File: src/rtl/serial_adder_pkg.sv
// Shared types and helpers for the digit-serial adder.
package serial_adder_pkg;

   typedef enum logic [1:0] {
      IDLE = 2'd0,
      RUN  = 2'd1,
      DONE = 2'd2
   } state_t;

   // Number of digit steps needed to cover a full operand.
   function automatic int steps(input int width, input int digit);
      return width / digit;
   endfunction

endpackage

File: src/rtl/adder_digit.sv
// Combinational DIGIT-bit ripple-carry slice; also exposes the carry into its top bit.
module adder_digit
   import serial_adder_pkg::*;
#(
   parameter int DIGIT = 1
) (
   input  logic [DIGIT-1:0] a,
   input  logic [DIGIT-1:0] b,
   input  logic             cin,
   output logic [DIGIT-1:0] sum,
   output logic             cout,
   output logic             carry_msb
);

   logic [DIGIT:0] carry;

   always_comb begin
      carry    = '0;
      sum      = '0;
      carry[0] = cin;
      for (int i = 0; i < DIGIT; i++) begin
         sum[i]       = a[i] ^ b[i] ^ carry[i];
         carry[i+1]   = (a[i] & b[i]) | (carry[i] & (a[i] ^ b[i]));
      end
   end

   assign cout      = carry[DIGIT];
   assign carry_msb = carry[DIGIT-1];

endmodule

File: src/rtl/serial_adder.sv
// Digit-serial adder with valid/ready handshakes, LSB digit first.
// Optional subtract mode is enabled by defining SERIAL_ADDER_SUB_EN.
module serial_adder
   import serial_adder_pkg::*;
#(
   parameter int WIDTH = 8,
   parameter int DIGIT = 1
) (
   input  logic             clk,
   input  logic             reset,
   input  logic             in_valid,
   output logic             in_ready,
   input  logic [WIDTH-1:0] a,
   input  logic [WIDTH-1:0] b,
   input  logic             cin,
`ifdef SERIAL_ADDER_SUB_EN
   input  logic             sub,
`endif
   output logic             out_valid,
   input  logic             out_ready,
   output logic [WIDTH-1:0] sum,
   output logic             cout,
   output logic             ovf
);

   localparam int STEPS = steps(WIDTH, DIGIT);
   localparam int CNT_W = $clog2(STEPS + 1);
   localparam logic [CNT_W-1:0] LAST_STEP = CNT_W'(STEPS - 1);

   state_t           state;
   logic [CNT_W-1:0] cnt;
   logic [WIDTH-1:0] a_sh;
   logic [WIDTH-1:0] b_sh;
   logic [WIDTH-1:0] acc;
   logic             carry;

   logic [DIGIT-1:0] d_sum;
   logic             d_cout;
   logic             d_carry_msb;
   logic [WIDTH-1:0] acc_next;
   logic [WIDTH-1:0] b_load;
   logic             carry_load;

   adder_digit #(.DIGIT(DIGIT)) u_digit (
      .a         (a_sh[DIGIT-1:0]),
      .b         (b_sh[DIGIT-1:0]),
      .cin       (carry),
      .sum       (d_sum),
      .cout      (d_cout),
      .carry_msb (d_carry_msb)
   );

   // New digits enter at the top so the LSB digit ends up at bit 0 after STEPS shifts.
   generate
      if (DIGIT == WIDTH) begin : g_single
         assign acc_next = d_sum;
      end else begin : g_multi
         assign acc_next = {d_sum, acc[WIDTH-1:DIGIT]};
      end
   endgenerate

`ifdef SERIAL_ADDER_SUB_EN
   assign b_load     = sub ? ~b : b;
   assign carry_load = sub | cin;
`else
   assign b_load     = b;
   assign carry_load = cin;
`endif

   assign in_ready  = (state == IDLE) && !reset;
   assign out_valid = (state == DONE);

   // FSM, datapath shift registers and carry flop; results latch on the final step only.
   always_ff @(posedge clk) begin
      if (reset) begin
         state <= IDLE;
         cnt   <= '0;
         carry <= 1'b0;
         a_sh  <= '0;
         b_sh  <= '0;
         acc   <= '0;
         sum   <= '0;
         cout  <= 1'b0;
         ovf   <= 1'b0;
      end else begin
         case (state)
            IDLE: begin
               if (in_valid) begin
                  a_sh  <= a;
                  b_sh  <= b_load;
                  carry <= carry_load;
                  cnt   <= '0;
                  state <= RUN;
               end
            end
            RUN: begin
               acc   <= acc_next;
               a_sh  <= a_sh >> DIGIT;
               b_sh  <= b_sh >> DIGIT;
               carry <= d_cout;
               cnt   <= cnt + CNT_W'(1);
               if (cnt == LAST_STEP) begin
                  sum   <= acc_next;
                  cout  <= d_cout;
                  ovf   <= d_carry_msb ^ d_cout;
                  state <= DONE;
               end
            end
            DONE: begin
               if (out_ready) begin
                  state <= IDLE;
               end
            end
            default: state <= IDLE;
         endcase
      end
   end

endmodule

File: config.mk
export PLATFORM = sky130hd
export DESIGN_NAME = serial_adder
export DESIGN_NICKNAME = d
export VERILOG_FILES = /design/src/rtl/serial_adder_pkg.sv /design/src/rtl/adder_digit.sv /design/src/rtl/serial_adder.sv
export SDC_FILE = /design/constraint.sdc
export NUM_CORES = 1
export LEC_CHECK = 0
export ABC_AREA = 1
export ABC_CLOCK_PERIOD_IN_PS = 1100
export CAP_MARGIN = 15
export CORE_ASPECT_RATIO = 0.6
export CORE_UTILIZATION = 48
export CTS_BUF_LIST = sky130_fd_sc_hd__clkbuf_8
export CTS_CLUSTER_SIZE = 20
export DETAILED_ROUTE_END_ITERATION = 6
export GPL_ROUTABILITY_DRIVEN = 0
export PLACE_DENSITY = 0.77
export SLEW_MARGIN = 20
export SYNTH_ARGS = -nofsm -noshare
export SYNTH_HDL_FRONTEND = slang
export SYNTH_HIERARCHICAL = 1
export SYNTH_SLANG_ARGS = --single-unit
File: constraint.sdc
create_clock -name clk -period 1.1 [get_ports clk]
set_input_delay 0.275 -clock clk [delete_from_list [all_inputs] [get_ports clk]]
set_output_delay 0.275 -clock clk [all_outputs]
set_load 0.03 [all_outputs]
==> impl_results.md, run 1 <==
* Area contributors post-synth: dfxtp_1 45%, nand2_1 14%, nor2_1 12%
* Post-synthesis mux area share at 0
* Initial core utilization at 0.524
* Htree depth at 2
* Area leader, netlist: dfxtp_1
* Clock tree buffer depth at 2
* Synth Area in Simple Gates at 0.362
* Mapped Cells at 270
* Synth Net Count at 293
* Post-GRT worst EP: in_ready
* Largest net degree at the start of global routing at 24
* I/O Buffers at 32
* DP Area at 2360 um2
* Syn_area_per_cell at 6.60 um2
* DIE WIDTH at 80.7 um
* Log Error: [ERROR DPL-0033] detailed placement checks failed during check placement.
* Seq cells post-synth at 40
* Io pins at 33
* Placed cell count at 361
* Post-synth top area share at 0.449
* Post-synth cell types at 18
* Largest family of logic cells by synthesized area: simple AND/OR/NAND/NOR gates
* Compound-Gate Fraction of Synth Area at 0.0674
* TritonCTS Buffers at 5
* Root buf cell: clkbuf_8
* Num rows at 16
* Worst_ep kind: top-level output
* Initial antenna violation count at 0
* Cell area after synthesis at 1780 um2
* Die span in y at 49.2 um
* TritonCTS sink count at 40
* Hold buffer count at cts at 0
* Synth Area in Adders at 0.0183
* Status: stopped before the end
* Post-synthesis sequential area ratio at 0.449
* Dpl hpwl at 2.99 mm
* Synth Area in XOR/XNOR at 0
* Last stage: 5_1_grt
* YS warnings at 6
==> metrics by stage <==
| step | hold WS [ns] | utilization | TNS [ns] | worst slack, ns |
|---|---|---|---|---|
| after CTS | 0.455 | 0.869 | -5.50 | -0.260 |
| after global placement | 0.436 | 0.694 | -9.09 | -0.288 |
| after detailed placement | 0.444 | 0.694 | -10.13 | -0.344 |
| after floorplan | 0.417 | - | -0.100 | -0.0576 |
==> synthesized netlist by cell type (all sizes together) <==
master	number
a21oi	14
buf	10
clkbuf	3
dfxtp	40
fa	1
ha	1
inv	32
nand2	68
nand3	26
nand3b	2
nor2	62
nor3	1
o21ai	10
==> repair_timing <==
| item | CTS |
|---|---|
| gates cloned | 6 |
| resized for setup | 68 |
| pin swaps | 23 |
| setup buffers | 14 |
| endpoints found under the setup margin | 32 |
==> cells by family after synthesis <==
logic type / after synthesis
buffers and inverters: 45
flip-flops: 40
AO/OA/AOI/OAI: 24
adder cells (fa/ha/maj): 2
AND/OR/NAND/NOR: 159
==> inputs of run 2 (changes only) <==
Settings changed: ABC_CLOCK_PERIOD_IN_PS 1100 to 1450, CORE_ASPECT_RATIO 0.6 to not set, CORE_UTILIZATION 48 to 40, CTS_BUF_LIST sky130_fd_sc_hd__clkbuf_8 to not set, CTS_CLUSTER_SIZE 20 to not set, PLACE_DENSITY 0.77 to not set, PLACE_DENSITY_LB_ADDON set to 0.15.
Clock period 1.1 ns to 1.45 ns, I/O delays scaled along.
==> run 2 against run 1 <==
  * The run now ends clean
  * Synthesized cell count is the same
  * Synthesized area is the same
==> impl_results.md, run 2 <==
* Compound-Gate Fraction of Synth Area at 0.0674 (unchanged)
* Clk slew on worst S/H paths at 0.08 ns
* Global-route wire length before repair at 6.11 mm
* Worst path cell trace: dlygate4sd2_1
* Min-delay worst type: flop to flop
* Pleak at 1.10 nW
* Commonest non-fill, non-tap cell in the layout: nand2_1
* Io pins at 33 (unchanged)
* Synth top cells by count: 68 x nand2_1, 59 x nor2_1, 40 x dfxtp_1
* Seq cells post-synth at 40 (unchanged)
* WP buf/inv at 1
* Area leader, netlist: dfxtp_1
* Area Growth Syn to Fin at 32.2%
* Synth Net Count at 293 (unchanged)
* Hold Vio Cnt, Final at 0
* First-pass DRT Iterations at 4
* Number of routed nets with antenna violations at 0
* WL/cell at 9.87 um
* Non-filler cells, final at 362
* Gr ovfl total at 0
* Rel. slew slack at 0.801
* Cell area after synthesis at 1780 um2 (unchanged)
* Via density at 4.60
* CP Max Fanout at 2
* Dpl hpwl at 2.66 mm (-11%)
* Crit-path slowest cell: dlygate4sd2_1
* Mapped Cells at 270 (unchanged)
* Post-synth cell types at 18 (unchanged)
* I/O Buffers at 32 (unchanged)
* Period minus WS final at 1.38 ns
* CP Data Required Time at 1.09 ns
* Largest net degree at the start of global routing at 24
* Max Freq at 724 MHz
* Largest family of logic cells by synthesized area: simple AND/OR/NAND/NOR gates
* Syn_area_per_cell at 6.60 um2 (unchanged)
* Post-synth EDFFs at 0 (unchanged)
* Initial detailed-routing violation count at 82
* FILL cells at 422
* Clock Latency Late Sink at 0.29 ns
* Root buf cell: clkbuf_8
* Htree depth at 2 (unchanged)
* TritonCTS Buffers at 5 (unchanged)
* Post-synthesis mux area share at 0 (unchanged)
* Met2 Use GR at 0.278
* Clock tree buffer depth at 2 (unchanged)
* Final setup violation count at 0
* Biggest regs: a_sh (8), b_sh (8), sum (8)
* YS warnings at 6 (unchanged)
* Largest delay share family, worst path: buffers and inverters
* Final period util at 0.952
* Actual slew at the worst max-slew pin at 0.299 ns
* Worst vdd ir at 609 uV
* Die ar. at 4730 um2
* Initial core utilization at 0.430 (-0.0936)
* Routing layer with the top usage in global route: met2
* Final Skew at 0.0113 ns
* Hold buffer count at cts at 0 (unchanged)
* Post-synthesis sequential area ratio at 0.449 (unchanged)
* Setup TNS at 0 ns
* Synth Area in Simple Gates at 0.362 (unchanged)
* TritonCTS sink count at 40 (unchanged)
* Num rows at 23 (+7)
* Total power at 2.47 mW
* CTS tree: yes
* Vias post-DR at 1666
* Drt total wl at 3.57 mm
* ANT cells at 0
* Total GRT Usage at 0.174
* Residual DRC at 0
* Met1 GRT Util at 0.227
* Async set-reset flop share out of synthesis at 0 (unchanged)
* Synth Area in XOR/XNOR at 0 (unchanged)
* Place WS at -0.0786 ns (+0.265 ns)
* Post-synth top area share at 0.449 (unchanged)
* Status: finished clean
* Initial antenna violation count at 0
* Nets@finish at 334
* Met3 Track Usage GR at 0.0493
* Crit Path Class: flop to output port
* Synth Area in Adders at 0.0183 (unchanged)
* Maximum capacitance violations at 0
* Slew Limit Fails at 0
* Top FF cell, synth: dfxtp_1
* DIE WIDTH at 68.7 um (-15%)
* Worst setup EP type: output port
* Placed cell count at 354 (-1.9%)
* RSZ-0062 raised after global routing: no
* Commonest cells after routing, fill and taps aside: 68 x nand2_1, 58 x nor2_1, 38 x dfxtp_1
* Die span in y at 68.7 um (+40%)
* Layout cell share with drive strength beyond 1 at 0.112
* Worst path max stage delay at 0.40 ns
* Power per cell area at 1050 nW/um2
* Core Area at 4140 um2
* Fin util at 0.568
* Number of global-route vias before repair at 1412
* Count leader, synth: nand2_1
* Critical path launch point type: flop
* Final worst slack at 0.0694 ns
* Area contributors post-synth: dfxtp_1 45%, nand2_1 14%, nor2_1 12%
* Worst Path Arrival at 1.02 ns
-- run 2: final timing paths --
check	from	slack, ns	to	cells after the start
max	sum[7]	0.07	sum[7]	1
max reg2reg	cnt[0]	0.19	sum[3]	7
min reg2reg	acc[3]	0.45	acc[3]	2
min	acc[3]	0.45	acc[3]	2
-- run 2: repair_timing --
item / 4_1_cts / 5_1_grt
endpoints found under the setup margin: 12 / 1
buffers inserted: 0 / 0
resized for setup: 12 / 3
-- run 2: logic make-up (layout without fill, tap and decap cells) --
group,count (synthesis),count (layout)
AO/OA/AOI/OAI,24,24
flip-flops,40,40
adder cells (fa/ha/maj),2,2
buffers and inverters,45,87
AND/OR/NAND/NOR,159,159
-- run 2: where the power goes --
group          switching [mW]  internal (mW)  total (mW)
logic                   0.178          0.161       0.339
registers              0.0292           1.15        1.18
clock network           0.386          0.563       0.949
total                   0.593           1.87        2.47
-- run 2: per-stage QoR --
step	instance area, um2	hold WS (ns)
after detailed placement	2240	0.444
after global placement	2240	0.437
after CTS	2350	0.454
after floorplan	1790	0.427
after global routing	2350	0.477
final	2350	0.453
-- run 2: cell type report --
type / count / area (um2) / area share
clock buffer: 6 / 82.6 / 0.0351
clock inverter: 2 / 38.8 / 0.0165
inverter: 32 / 120 / 0.0510
multi-input combinational: 185 / 806 / 0.342
sequential: 40 / 806 / 0.342
tap: 50 / 62.6 / 0.0266
timing repair buffer: 47 / 439 / 0.187
-- run 2: per-layer routing --
metal  vias up  share of wire
met5         -              0
met4         0         0.0067
met3         2          0.032
met2        28           0.45
met1       729           0.51
li1        907              -
Note: power is estimated with default switching activity, not from simulation.
==> inputs of run 3 (changes only) <==
Settings changed: ABC_CLOCK_PERIOD_IN_PS 1450 to 1400.
Clock period 1.45 ns to 1.4 ns, I/O delays scaled along.
==> run 3 against run 2 <==
  * Sequential power increased by 3%
  * Clock power decreased by 14%
  * Register-to-register slack got worse by 0.03 ns
  * Count of clock-buffer cells in the layout increased by 1
  * Utilization decreased by 0.94 points
  * Sequential share of layout area increased by 0.63 points
  * First-iteration DRC count decreased by 4.9%
  * Combinational power increased by 3%
  * Critical path depth increased by 1
  * Power decreased by 3.1%
  * Cell area decreased by 1.6%
  * Critical endpoint is now in_ready
==> impl_results.md, run 3 (synthesis gave the netlist of run 2 again) <==
* Rel. slew slack at 0.803 (+0.00226)
* Power per cell area at 1030 nW/um2 (-1.5%)
* Final Skew at 0.00460 ns (-0.00674 ns)
* Reg2reg start: a_sh[0]
* TritonCTS Buffers at 5 (unchanged)
* Routing layer with the top usage in global route: met2
* Worst path max stage delay at 0.36 ns (-0.04 ns)
* Number of routed nets with antenna violations at 0 (unchanged)
* Fin util at 0.559 (-0.00936)
* Reg2Reg Depth at 7 (unchanged)
* FF-to-FF setup slack at 0.16 ns (-0.03 ns)
* Nets@finish at 333 (-0.30%)
* Final period util at 0.964
* Dpl hpwl at 2.67 mm (+0.20%)
* Num rows at 23 (unchanged)
* Status: finished clean
* Hold Path Sink: cnt[0]
* First-pass DRT Iterations at 4 (unchanged)
* Layout cell share with drive strength beyond 1 at 0.126 (+0.0136)
* Htree depth at 2 (unchanged)
* Hold path startpoint: cnt[0]
* Min-delay worst type: flop to flop
* RSZ-0062 raised after global routing: no
* CP Max Fanout at 4 (+2)
* ANT cells at 0 (unchanged)
* Setup TNS at 0 ns (unchanged)
* Worst vdd ir at 458 uV (-25%)
* Maximum capacitance violations at 0 (unchanged)
* Period minus WS final at 1.35 ns
* Residual DRC at 0 (unchanged)
* CP Data Required Time at 1.05 ns (-0.04 ns)
* Largest delay share family, worst path: flip-flops
* Total GRT Usage at 0.183 (+0.00849)
* Root buf cell: clkbuf_8
* FF-to-FF End: ovf
* Actual slew at the worst max-slew pin at 0.296 ns (-0.00343 ns)
* Clk slew on worst S/H paths at 0.07 ns (about the same)
* Crit. Startpoint: state[1]
* WP buf/inv at 1 (unchanged)
* Initial detailed-routing violation count at 78 (-4.9%)
* Worst setup EP type: output port
* Clock tree buffer depth at 2 (unchanged)
* Die ar. at 4730 um2 (unchanged)
* Vias post-DR at 1632 (-2.0%)
* Core Area at 4140 um2 (unchanged)
* Final setup violation count at 0 (unchanged)
* Worst path cell trace: nor3_2 -> buf_4
* Largest net degree at the start of global routing at 24 (unchanged)
* DIE WIDTH at 68.7 um (unchanged)
* Commonest cells after routing, fill and taps aside: 68 x nand2_1, 58 x nor2_1, 37 x dfxtp_1
* WL/cell at 10.3 um (+4.4%)
* Crit Path Class: flop to output port
* Final hold slack at 0.445 ns (-0.00742 ns)
* Clock Latency Late Sink at 0.29 ns (about the same)
* Initial antenna violation count at 0 (unchanged)
* Number of global-route vias before repair at 1484 (+5.1%)
* Hold Vio Cnt, Final at 0 (unchanged)
* Area Growth Syn to Fin at 30.0%
* Io pins at 33 (unchanged)
* Biggest regs: a_sh (8), b_sh (8), sum (8)
* TritonCTS sink count at 40 (unchanged)
* Hold buffer count at cts at 0 (unchanged)
* Crit. path cell count at 2 (+1)
* Gr ovfl total at 0 (unchanged)
* Worst Path Arrival at 1.00 ns (-0.02 ns)
* CTS tree: yes
* Slew Limit Fails at 0 (unchanged)
* Global-route wire length before repair at 6.26 mm (+2.5%)
* Drt total wl at 3.71 mm (+3.9%)
* I/O Buffers at 32 (unchanged)
* Met2 Use GR at 0.293 (+0.0147)
* Met3 Track Usage GR at 0.0543 (+0.00493)
* Via density at 4.53 (-1.5%)
* Max Freq at 741 MHz
* Commonest non-fill, non-tap cell in the layout: nand2_1
* Crit-path slowest cell: dfxtp_4
* Initial core utilization at 0.430 (unchanged)
* # Post-CTS Setup Buffers at 0 (unchanged)
* Pleak at 1.05 nW (-4.7%)
* Critical path launch point type: flop
* Die span in y at 68.7 um (unchanged)
* Met1 GRT Util at 0.231 (+0.00371)
* Hold Crit Depth at 1 (-1)
run 3: changes by cell type in the layout (fill, tap and decap cells not counted):
cell	previous run	this run
dfxtp_2	1	2
clkbuf_8	6	7
inv_2	3	2
inv_4	0	1
clkdlybuf4s15_1	0	5
clkbuf_2	0	4
dfxtp_1	38	37
dlygate4sd2_1	11	1
bufinv_16	1	0
clkinv_4	1	0
run 3: worst register-to-register path, delay by kind of cell, from the launching register on:
kind	cells	cell delay (ns)
adder cells (fa/ha/maj)	1	0.46
flip-flops	1	0.33
AND/OR/NAND/NOR	5	0.26
buffers and inverters	1	0.09
run 3: how the worst max path moves through the flow:
stage / end
2_1_floorplan: in_ready
3_5_place_dp: a_sh[7]
5_1_grt: in_ready
3_3_place_gp: a_sh[7]
4_1_cts: sum[5]
6_report: in_ready
run 3: final cells by class:
cell class,instances,area (um2)
flip-flops and latches,40,807
repair buffers,46,422
inverters,32,123
multi-input cells,185,806
clock buffers,7,96.3
well taps,50,62.6
fillers,426,1830
run 3: where the power goes:
part	internal [mW]	switching [mW]	leakage (nW)
clock network	0.439	0.379	0.0503
registers	1.19	0.0307	0.328
logic	0.164	0.185	0.672
total	1.79	0.596	1.05
run 3: what timing repair did:
action,in CTS,in global routing
setup endpoints to repair,11,20
pin swaps,0,0
resized for setup,12,17
run 3: stage by stage:
stage,setup WS [ns],power (mW),std cells,area [um2]
global placement,-0.119,1.60,353,2230
global route,0.00231,2.52,360,2320
finish,0.0503,2.39,360,2320
floorplan,0.152,1.45,270,1790
detailed placement,-0.118,1.60,353,2230
CTS,0.0176,2.42,360,2320
run 3: routing by layer:
layer  wire [um]  up-vias
li1            -      904
met3         134        7
met1        1900      695
met2        1610       26
met5           0        -
met4          70        0
